## src/rtl/serial_subtractor_pkg.sv

```systemverilog
// Shared definitions for the digit-serial subtractor: default width, FSM encoding
// and digit-count helpers.
package serial_subtractor_pkg;

   localparam int WIDTH_DEF = 32;
   localparam int DIGIT_DEF = 4;

   typedef enum logic [1:0] {
      IDLE,
      RUN,
      DONE
   } state_t;

   function automatic int num_digits(input int width, input int digit);
      return width / digit;
   endfunction

   // A single-digit configuration still needs a 1-bit counter to stay legal.
   function automatic int cnt_bits(input int width, input int digit);
      return (width / digit > 1) ? $clog2(width / digit) : 1;
   endfunction

endpackage

```

## src/rtl/serial_subtractor_if.sv

```systemverilog
// Operand/result handshake bundle between a producer (master) and the
// serial subtractor (slave).
interface serial_subtractor_if #(
   parameter int WIDTH = serial_subtractor_pkg::WIDTH_DEF
);

   logic             in_valid;
   logic             in_ready;
   logic [WIDTH-1:0] data_A;
   logic [WIDTH-1:0] data_B;
   logic             out_valid;
   logic             out_ready;
   logic [WIDTH:0]   result;
   logic             overflow;

   modport master (
      output in_valid, data_A, data_B, out_ready,
      input  in_ready, out_valid, result, overflow
   );

   modport slave (
      input  in_valid, data_A, data_B, out_ready,
      output in_ready, out_valid, result, overflow
   );

endinterface

```

## src/rtl/serial_subtractor_sub_digit.sv

```systemverilog
// DIGIT-wide ripple of full-adder cells; the caller supplies inverted B and the
// carry-in, so this slice performs one digit of A - B. Purely combinational.
module full_adder (
   input  logic i_a,
   input  logic i_b,
   input  logic i_cin,
   output logic o_sum,
   output logic o_cout
);

   assign o_sum  = i_a ^ i_b ^ i_cin;
   assign o_cout = (i_a & i_b) | (i_cin & (i_a ^ i_b));

endmodule

module sub_digit #(
   parameter int DIGIT = 4
) (
   input  logic [DIGIT-1:0] i_a,
   input  logic [DIGIT-1:0] i_b_n,
   input  logic             i_cin,
   output logic [DIGIT-1:0] o_sum,
   output logic             o_cout
);

   logic [DIGIT:0] w_c;

   assign w_c[0] = i_cin;

   for (genvar i = 0; i < DIGIT; i++) begin : g_fa
      full_adder u_fa (
         .i_a    (i_a[i]),
         .i_b    (i_b_n[i]),
         .i_cin  (w_c[i]),
         .o_sum  (o_sum[i]),
         .o_cout (w_c[i+1])
      );
   end

   assign o_cout = w_c[DIGIT];

endmodule

```

## src/rtl/serial_subtractor.sv

```systemverilog
// Digit-serial A - B, DIGIT bits per clock; signed overflow flag only with SERIAL_SUB_OVERFLOW_EN.
// Latency: out_valid rises WIDTH/DIGIT edges after acceptance; one op per WIDTH/DIGIT + 2 cycles.
// Backpressure: result held in DONE until out_ready; in_ready only in IDLE, no input-to-output paths.
module serial_subtractor
   import serial_subtractor_pkg::*;
#(
   parameter int WIDTH = WIDTH_DEF,
   parameter int DIGIT = DIGIT_DEF
) (
   input  logic                clk,
   input  logic                rst,
   serial_subtractor_if.slave  bus
);

   localparam int             NDIG = num_digits(WIDTH, DIGIT);
   localparam int             CW   = cnt_bits(WIDTH, DIGIT);
   localparam logic [CW-1:0]  LAST = CW'(NDIG - 1);

   if (WIDTH % DIGIT != 0) begin : g_bad_digit
      $error("serial_subtractor: DIGIT must divide WIDTH");
   end

   state_t           r_state;
   logic [WIDTH-1:0] r_a;
   logic [WIDTH-1:0] r_b;
   logic             r_carry;
   logic [CW-1:0]    r_cnt;
   logic             r_out_valid;
   logic [WIDTH:0]   r_result;

   logic [DIGIT-1:0] w_sum;
   logic             w_cout;
   logic [WIDTH-1:0] w_a_next;
   logic             w_last;

   sub_digit #(.DIGIT(DIGIT)) u_digit (
      .i_a    (r_a[DIGIT-1:0]),
      .i_b_n  (~r_b[DIGIT-1:0]),
      .i_cin  (r_carry),
      .o_sum  (w_sum),
      .o_cout (w_cout)
   );

   // r_a doubles as the difference register: consumed digits shift out the
   // bottom while sum digits enter at the top, so it holds diff after NDIG steps.
   if (DIGIT == WIDTH) begin : g_one_digit
      assign w_a_next = w_sum;
   end else begin : g_multi_digit
      assign w_a_next = {w_sum, r_a[WIDTH-1:DIGIT]};
   end

   assign w_last = (r_cnt == LAST);

`ifdef SERIAL_SUB_OVERFLOW_EN
   logic r_ovf;
   // On the last digit the low digits of r_a/r_b are the operands' top digits.
   logic w_ovf;
   assign w_ovf = (r_a[DIGIT-1] ^ r_b[DIGIT-1]) & (w_sum[DIGIT-1] ^ r_a[DIGIT-1]);
`endif

   always_ff @(posedge clk) begin
      if (rst) begin
         r_state     <= IDLE;
         r_a         <= '0;
         r_b         <= '0;
         r_carry     <= 1'b0;
         r_cnt       <= '0;
         r_out_valid <= 1'b0;
         r_result    <= '0;
`ifdef SERIAL_SUB_OVERFLOW_EN
         r_ovf       <= 1'b0;
`endif
      end else begin
         case (r_state)
            IDLE: begin
               if (bus.in_valid) begin
                  r_a     <= bus.data_A;
                  r_b     <= bus.data_B;
                  r_carry <= 1'b1;
                  r_cnt   <= '0;
                  r_state <= RUN;
               end
            end
            RUN: begin
               r_a     <= w_a_next;
               r_b     <= r_b >> DIGIT;
               r_carry <= w_cout;
               r_cnt   <= r_cnt + 1'b1;
               if (w_last) begin
                  r_state     <= DONE;
                  r_out_valid <= 1'b1;
                  r_result    <= {~w_cout, w_a_next};
`ifdef SERIAL_SUB_OVERFLOW_EN
                  r_ovf       <= w_ovf;
`endif
               end
            end
            DONE: begin
               if (bus.out_ready) begin
                  r_state     <= IDLE;
                  r_out_valid <= 1'b0;
               end
            end
            default: r_state <= IDLE;
         endcase
      end
   end

   assign bus.in_ready  = (r_state == IDLE) && !rst;
   assign bus.out_valid = r_out_valid;
   assign bus.result    = r_result;
`ifdef SERIAL_SUB_OVERFLOW_EN
   assign bus.overflow  = r_ovf;
`else
   assign bus.overflow  = 1'b0;
`endif

endmodule

```

## src/flat_wrapper.sv

```systemverilog
// flat-port wrapper written by rule: the top's interface ports become plain ports
module serial_subtractor_flat import serial_subtractor_pkg::*;
#(
   parameter int WIDTH = WIDTH_DEF,
   parameter int DIGIT = DIGIT_DEF
)
  (clk, rst, bus_in_valid, bus_data_A, bus_data_B, bus_out_ready, bus_in_ready, bus_out_valid, bus_result, bus_overflow);
  serial_subtractor_if #(.WIDTH(WIDTH)) bus_i ();
  input  logic clk;
  input  logic rst;
  input wire logic [$bits(bus_i.in_valid)-1:0] bus_in_valid;
  input wire logic [$bits(bus_i.data_A)-1:0] bus_data_A;
  input wire logic [$bits(bus_i.data_B)-1:0] bus_data_B;
  input wire logic [$bits(bus_i.out_ready)-1:0] bus_out_ready;
  output wire logic [$bits(bus_i.in_ready)-1:0] bus_in_ready;
  output wire logic [$bits(bus_i.out_valid)-1:0] bus_out_valid;
  output wire logic [$bits(bus_i.result)-1:0] bus_result;
  output wire logic [$bits(bus_i.overflow)-1:0] bus_overflow;
  assign bus_i.in_valid = bus_in_valid;
  assign bus_i.data_A = bus_data_A;
  assign bus_i.data_B = bus_data_B;
  assign bus_i.out_ready = bus_out_ready;
  assign bus_in_ready = bus_i.in_ready;
  assign bus_out_valid = bus_i.out_valid;
  assign bus_result = bus_i.result;
  assign bus_overflow = bus_i.overflow;
  serial_subtractor #(.WIDTH(WIDTH), .DIGIT(DIGIT)) u_core (.clk(clk), .rst(rst), .bus(bus_i));
endmodule
```

## config.mk

```make
export PLATFORM = sky130hd
export DESIGN_NAME = serial_subtractor_flat
export DESIGN_NICKNAME = d
export VERILOG_FILES = /design/src/rtl/serial_subtractor_pkg.sv /design/src/rtl/serial_subtractor_if.sv /design/src/rtl/serial_subtractor_sub_digit.sv /design/src/rtl/serial_subtractor.sv /design/src/flat_wrapper.sv
export SDC_FILE = /design/constraint.sdc
export NUM_CORES = 1
export LEC_CHECK = 0
export CORE_ASPECT_RATIO = 1.5
export CORE_MARGIN = 10
export CORE_UTILIZATION = 50
export CTS_CLUSTER_DIAMETER = 30
export DETAILED_ROUTE_END_ITERATION = 8
export PLACE_DENSITY = 0.82
export SLEW_MARGIN = 10
export SYNTH_ARGS = -nofsm -noshare
export SYNTH_HDL_FRONTEND = slang
export SYNTH_SLANG_ARGS = --single-unit
```

## constraint.sdc

```tcl
create_clock -name clk -period 2.81 [get_ports clk]
set_clock_uncertainty 0.2 [all_clocks]
set_input_delay 0.843 -clock clk [delete_from_list [all_inputs] [get_ports clk]]
set_output_delay 0.843 -clock clk [all_outputs]
set_load 0.05 [all_outputs]
```

Yosys cells after proc, flatten, opt, wreduce, memory -nomap -nowiden
Index checks and enable logic that the tools add are counted.
- bits of input ports: 68
- output and inout port bits: 36
- register bits after elaboration: 104
- word-level logic and storage cells: 60
- bitwise logic cells: 22
- equal/unequal tests: 6
- reductions and logical operators: 9
- mux-type cells: 15
- $add $sub $neg: 1
- operators by type and width (kind ; count):
    case mux 32 bit (2 select lines) ; 2
    two-way mux 32 bit ; 2
    AND 1 bit ; 8
    XOR 1 bit ; 8
    two-way mux 2 bit ; 3
    case mux 2 bit (3 select lines) ; 1
    case mux 3 bit (2 select lines) ; 1
    AND reduction 3 bit ; 2
    inequality test 2 bit, second input constant ; 2
    inverter 4 bit ; 1
    OR 1 bit ; 4
    case mux 1 bit (2 select lines) ; 2
    AND reduction 2 bit ; 2
    nonzero test 2 bit ; 2
    adder 3 x 1 -> 3 bit, second input constant ; 1
    equality test 3 bit, second input constant ; 1
    two-way mux 1 bit ; 3
    two-way mux 3 bit ; 1
    equality test 2 x 1 -> 1 bit, second input constant ; 1
    equality test 2 bit, second input constant ; 1
    logical NOT 2 bit ; 1
    inequality test 2 x 1 -> 1 bit, second input constant ; 1
    logical AND 1 bit ; 1
    logical NOT 1 bit ; 1
    inverter 1 bit ; 1

Logic depth before layout (Yosys ltp)
- word-level depth: 11
- gate-level depth with buffers: 9

By module
From an unflattened synthesis, not the netlist that was laid out.
- cell total of the unflattened synthesis: 473
- area total of the unflattened synthesis: 4362.9 µm²
- by module, submodules not included (module ; cells an instance ; sequential area each (µm²) ; area each (µm²) ; times used):
    serial_subtractor ; 469 ; 2082.0 ; 4282.9 ; 1
    full_adder ; 1 ; 0.0 ; 20.0 ; 4

Least setup slack after synthesis
OpenSTA, ideal clock, no wires.
- path kind: input port to output port
- start: in rst
- end: out bus_in_ready
- data arrival time: 2.421 ns
- stages on the path: 4
- required time: 1.767 ns
- slack: -0.654 ns
- cells stage by stage: buf_2 -> clkbuf_1 -> clkbuf_1 -> nor3_1
- longest elaborated chain between the ends: 2
- RTL lines (element ; RTL line ; source):
    start: declaration ; flat_wrapper.sv:10 ; input logic rst;
    logical NOT 1 bit ; serial_subtractor.sv:109 ; assign bus.in_ready = (r_state == IDLE) && !rst;
    logical AND 1 bit ; serial_subtractor.sv:109 ;
    end: declaration ; flat_wrapper.sv:15 ; output wire logic [$bits(bus_i.in_ready)-1:0] bus_in_ready;
No other way between the ends.

Worst setup path in the final report
- start: reg u_core.r_a[0]
- end: reg u_core.r_a[31]
- longest elaborated chain between the ends: 9
- RTL lines (element ; RTL line ; source):
    start: declaration ; serial_subtractor.sv:24 ; logic [WIDTH-1:0] r_a;
    start signal: assignment ; serial_subtractor.sv:77 ; r_a <= bus.data_A;
    start signal: assignment ; serial_subtractor.sv:85 ; r_a <= w_a_next;
    XOR 1 bit ; serial_subtractor_sub_digit.sv:12 ; assign o_cout = (i_a & i_b) | (i_cin & (i_a ^ i_b));
    AND 1 bit ; serial_subtractor_sub_digit.sv:12 ;
    OR 1 bit * ; serial_subtractor_sub_digit.sv:12 ;
    AND 1 bit * ; serial_subtractor_sub_digit.sv:12 ;
    OR 1 bit * ; serial_subtractor_sub_digit.sv:12 ;
    AND 1 bit * ; serial_subtractor_sub_digit.sv:12 ;
    OR 1 bit * ; serial_subtractor_sub_digit.sv:12 ;
    XOR 1 bit * ; serial_subtractor_sub_digit.sv:11 ; assign o_sum = i_a ^ i_b ^ i_cin;
    case mux 32 bit (2 select lines) * ; serial_subtractor.sv:74 ; case (r_state)
Every way passes the cells marked *; elsewhere a longest branch is shown, timed or not.
A chain may end at the register's enable or synchronous reset.

==> reports/metrics.sh <==
SYN_INST=556
DRTANTENNAVIOLNETS=0
CRIT_PATH_TOP_DELAY_CELL='fa_1'
WORSTSETUPPATHTYPE='flop to flop'
SYNTHESIS_WARNING_TOTAL=0
CLK_ROOT_BUFFER_CELL='clkbuf_16'
CRIT_PATH_START_KIND='flop'
TIMING.SETUP.TNS_NS=0
DIE_Y_UM=136.1
SYNTH.FF_LATCH_COUNT=104
TIGHTESTPINTRANSITION_NS=1.044
TRITONCTS='yes'
FIN_CRIT_NS=2.637
SYNTH_EDF_COUNT=0
FINAL-SETUP-VIOL-COUNT=0
CHIPWIDTH_UM=97.40
PERIOD_SHARE_PCT=93.83
FIN_NETS=708
SYNTH-MAIN-FF-CELL='dfxtp_1'
CAP_VIOLATIONS=0
CRITPATHREQUIREDTIME_NS=2.91
NUM-FILL-CELLS=737
SYNTH.NET_COUNT=630
GLOBALROUTE.TOTALOVERFLOW=0
PLACEMENTROWS=42
FIN_AREA_MM2=0.005872
POST_CTS.REPAIR.SETUP_BUFFERS=0
HOLDCRITPATHCLASS='flop to flop'
MAPPEDNETLISTAREA_MM2=0.004493
PER_CELL_VIA_COUNT_IN_THE_ROUTED_DESIGN=5.364
CRIT_FANOUT=2
POWER.IR.VDD_WORST_mV=0.4355
GLOBALROUTETOTALUTIL_PCT=17.52
FINAL-HOLD-VIOLATION-COUNT=0
FIRST_GLOBAL_VIAS=4100
ROUTED-VIA-COUNT=4018
DPL.HPWL_MM=8.371
GRT_MAX_DEGREE=105
FINAL_CORE_UTILIZATION_PCT=66.51
IOPINCOUNT=104
P_TOTAL_W=0.003488
SINKS_ON_THE_CLOCK_NET=104
WL_MM=11.62
CORE_AREA_MM2=0.008828
DIE_OUTLINE_AREA_MM2=0.01326
POST_DP_CELL_AREA_MM2=0.005524
BUFFER_PORTS.INSERTED=102
ROUTEDWLPERCELL_UM=15.51
GPL.FINAL_WEIGHTED_CONGESTION=0.7921
CRITPATHCAPTURETYPE='flop'
YOSYS.CELL_TYPES.COUNT=33
FINAL_MAX_SLEW_VIOL_COUNT=0
SYNTH_SEQ_AREA_SHARE_PCT=46.34
TIMING.CRITICAL_PATH.MAX_DELAY_FAMILY='adder cells'
SYNTH_AREA_LEADERS='dfxtp_1 (46%), nor2_1 (9.6%), a21oi_1 (7.5%)'
WORSTSKEWPAIRLATENCY_NS=0.35
SYN_TO_FINAL_GROWTH_PCT=30.69
LAYOUT-DRIVE-GT1-SHARE_PCT=7.199
CLOCK_BUFFER_DEPTH=2
SYNTH_AREA_LEADER_CELL='dfxtp_1'
PATH_CLK_SLEW_NS=0.07
STATUS='completed'
INSERTEDDIODECOUNT=0
NUMBER_OF_DESIGN_RULE_VIOLATIONS_LEFT_BY_THE_FIRST_DETAILED_ROUTER_ITERATION=218
RSZ0062_AT_GRT='false'
POWER_DENSITY_mW_PER_MM2=594.0
SYNTH_LARGEST_TYPE_AREA_FRACTION_PCT=46.34
CRITICAL_PATH_ARRIVAL_NS=2.74
YS_ASYNC_SR_FRACTION_PCT=0
ANTENNA_FOUND_INITIAL=0
SLEW_HEADROOM_PCT=30.41
CRIT_PATH_MAX_INCR_DELAY_NS=0.51
CELL_CHAIN_CRITICAL_PATH='inv_1, fa_1, inv_1, fa_1, inv_1, fa_1, fa_1, a21oi_2, o221a_2'
DETAILEDROUTE.FIRSTPASSITERATIONCOUNT=5
GRT_FIRST_PASS_WIRELENGTH_MM=19.53
SYNTH.AVG_CELL_AREA_UM2=8.081
STATIC-LEAKAGE-POWER_nW=2.243
DRT_DRC_VIOLATIONS_LEFT=0
CP_NUM_BUF_INV=3
CLOCK.FMAX_GHz=0.3793
START_UTIL_PCT=50.89
TIMING.CRITICAL_PATH.MODE_CELL='fa_1'
CTSHTREEMAXLEVEL=3
TRITONCTS.NUM_BUFFERS=9
HOLD_WS_NS=0.2534
==> flip-flops by register name (all words and copies together), names as in the netlist <==
| register | flops |
|---|---|
| u_core.r_state | 2 |
| u_core.bus.out_valid | 1 |
| u_core.r_carry | 1 |
| u_core.r_b | 32 |
| u_core.r_cnt | 3 |
| u_core.bus.result | 33 |
| u_core.r_a | 32 |
==> worst paths after layout <==
kind / startpoint / endpoint / slack [ns] / depth (start not counted)
setup / recovery: u_core.r_a[0] / u_core.r_a[31] / 0.17 / 9
hold / removal: u_core.bus.result[11] / u_core.bus.result[11] / 0.25 / 2
setup reg to reg: u_core.r_a[0] / u_core.r_a[31] / 0.17 / 9
hold reg to reg: u_core.bus.result[11] / u_core.bus.result[11] / 0.25 / 2
==> cells by family after synthesis <==
logic type / share of synthesized area (%)
AND/OR/NAND/NOR: 32.61
flip-flops: 46.34
AO/OA/AOI/OAI: 11.61
buffers and inverters: 6.126
adder cells (fa/ha/maj): 2.339
multiplexers: 0.8912
other: 0.08346
==> metal layers <==
| layer | vias up | GRT usage [%] | wire length (µm) | share of wire (%) |
|---|---|---|---|---|
| met3 | 20 | 3.150 | 652 | 5.6 |
| met4 | 0 | 9.076 | 310 | 2.7 |
| met5 | - | 0 | 0 | 0 |
| met1 | 1856 | 19.98 | 4738 | 41 |
| li1 | 2008 | - | - | - |
| met2 | 134 | 30.53 | 5919 | 51 |
==> power breakdown <==
group          leakage [nW]  internal (W)  total (W)  switching (W)
registers             0.855       0.00156    0.00162      0.0000611
clock network         0.162      0.000871    0.00142       0.000549
logic                  1.23      0.000229   0.000444       0.000215
==> placed cells by master, fill, tap and decap left out, drive strengths merged, types with 2 or more instances in the layout <==
cell	instances
nor2	115
dfxtp	104
clkdlybuf4s50	100
a21oi	67
nand2	60
or3b	30
nor3	27
nand2b	25
nor4	25
buf	15
a211oi	10
clkbuf	9
inv	9
or2b	6
nand3b	4
mux2i	4
fa	4
o21ai	3
o221a	3
bufinv	3
a22oi	2
a2bb2oi	2
ha	2
clkinvlp	2
==> through the flow <==
| step | instances | setup slack [ns] |
|---|---|---|
| 5_1_grt | 749 | 0.006363 |
| 3_3_place_gp | 733 | 0.1235 |
| 4_1_cts | 749 | 0.1042 |
| 6_report | 749 | 0.1734 |
| 2_1_floorplan | 556 | 0.01098 |
| 3_5_place_dp | 733 | 0.01887 |
==> Yosys cell counts, drive strengths merged (2+ instances only) <==
master   number
o21ai         3
nand3b        4
o221a         3
or3b         30
dfxtp       104
a211oi       10
nand2        60
nand2b       25
nor3         27
nor2        115
buf          29
mux2i         4
a21oi        67
a2bb2oi       2
inv           8
ha            2
nor4         25
fa            4
a22oi         2
or2b          6
clkbuf       19
==> worst min-delay path: cells and delay by family, from the launching register on <==
family             cells  cell delay (ns)
DFF                    1             0.31
and+or+nand+nor        1             0.05
AOI/OAI and AO/OA      1             0.05
==> cell type report <==
type	instances	area [µm²]	share of cell area, %
clock buffer	9	225.2	3.836
multi-input combinational	396	2151	36.63
timing repair buffer	115	1126	19.18
inverter	8	30.03	0.5114
tap	110	137.6	2.344
clock inverter	7	118.9	2.024
sequential	104	2083	35.48
==> what timing repair did <==
action	in CTS	in global routing
resized for setup	0	1
hold buffers	0	0
endpoints found under the setup margin	0	1
No activity file was read; power rests on OpenSTA's default activity.
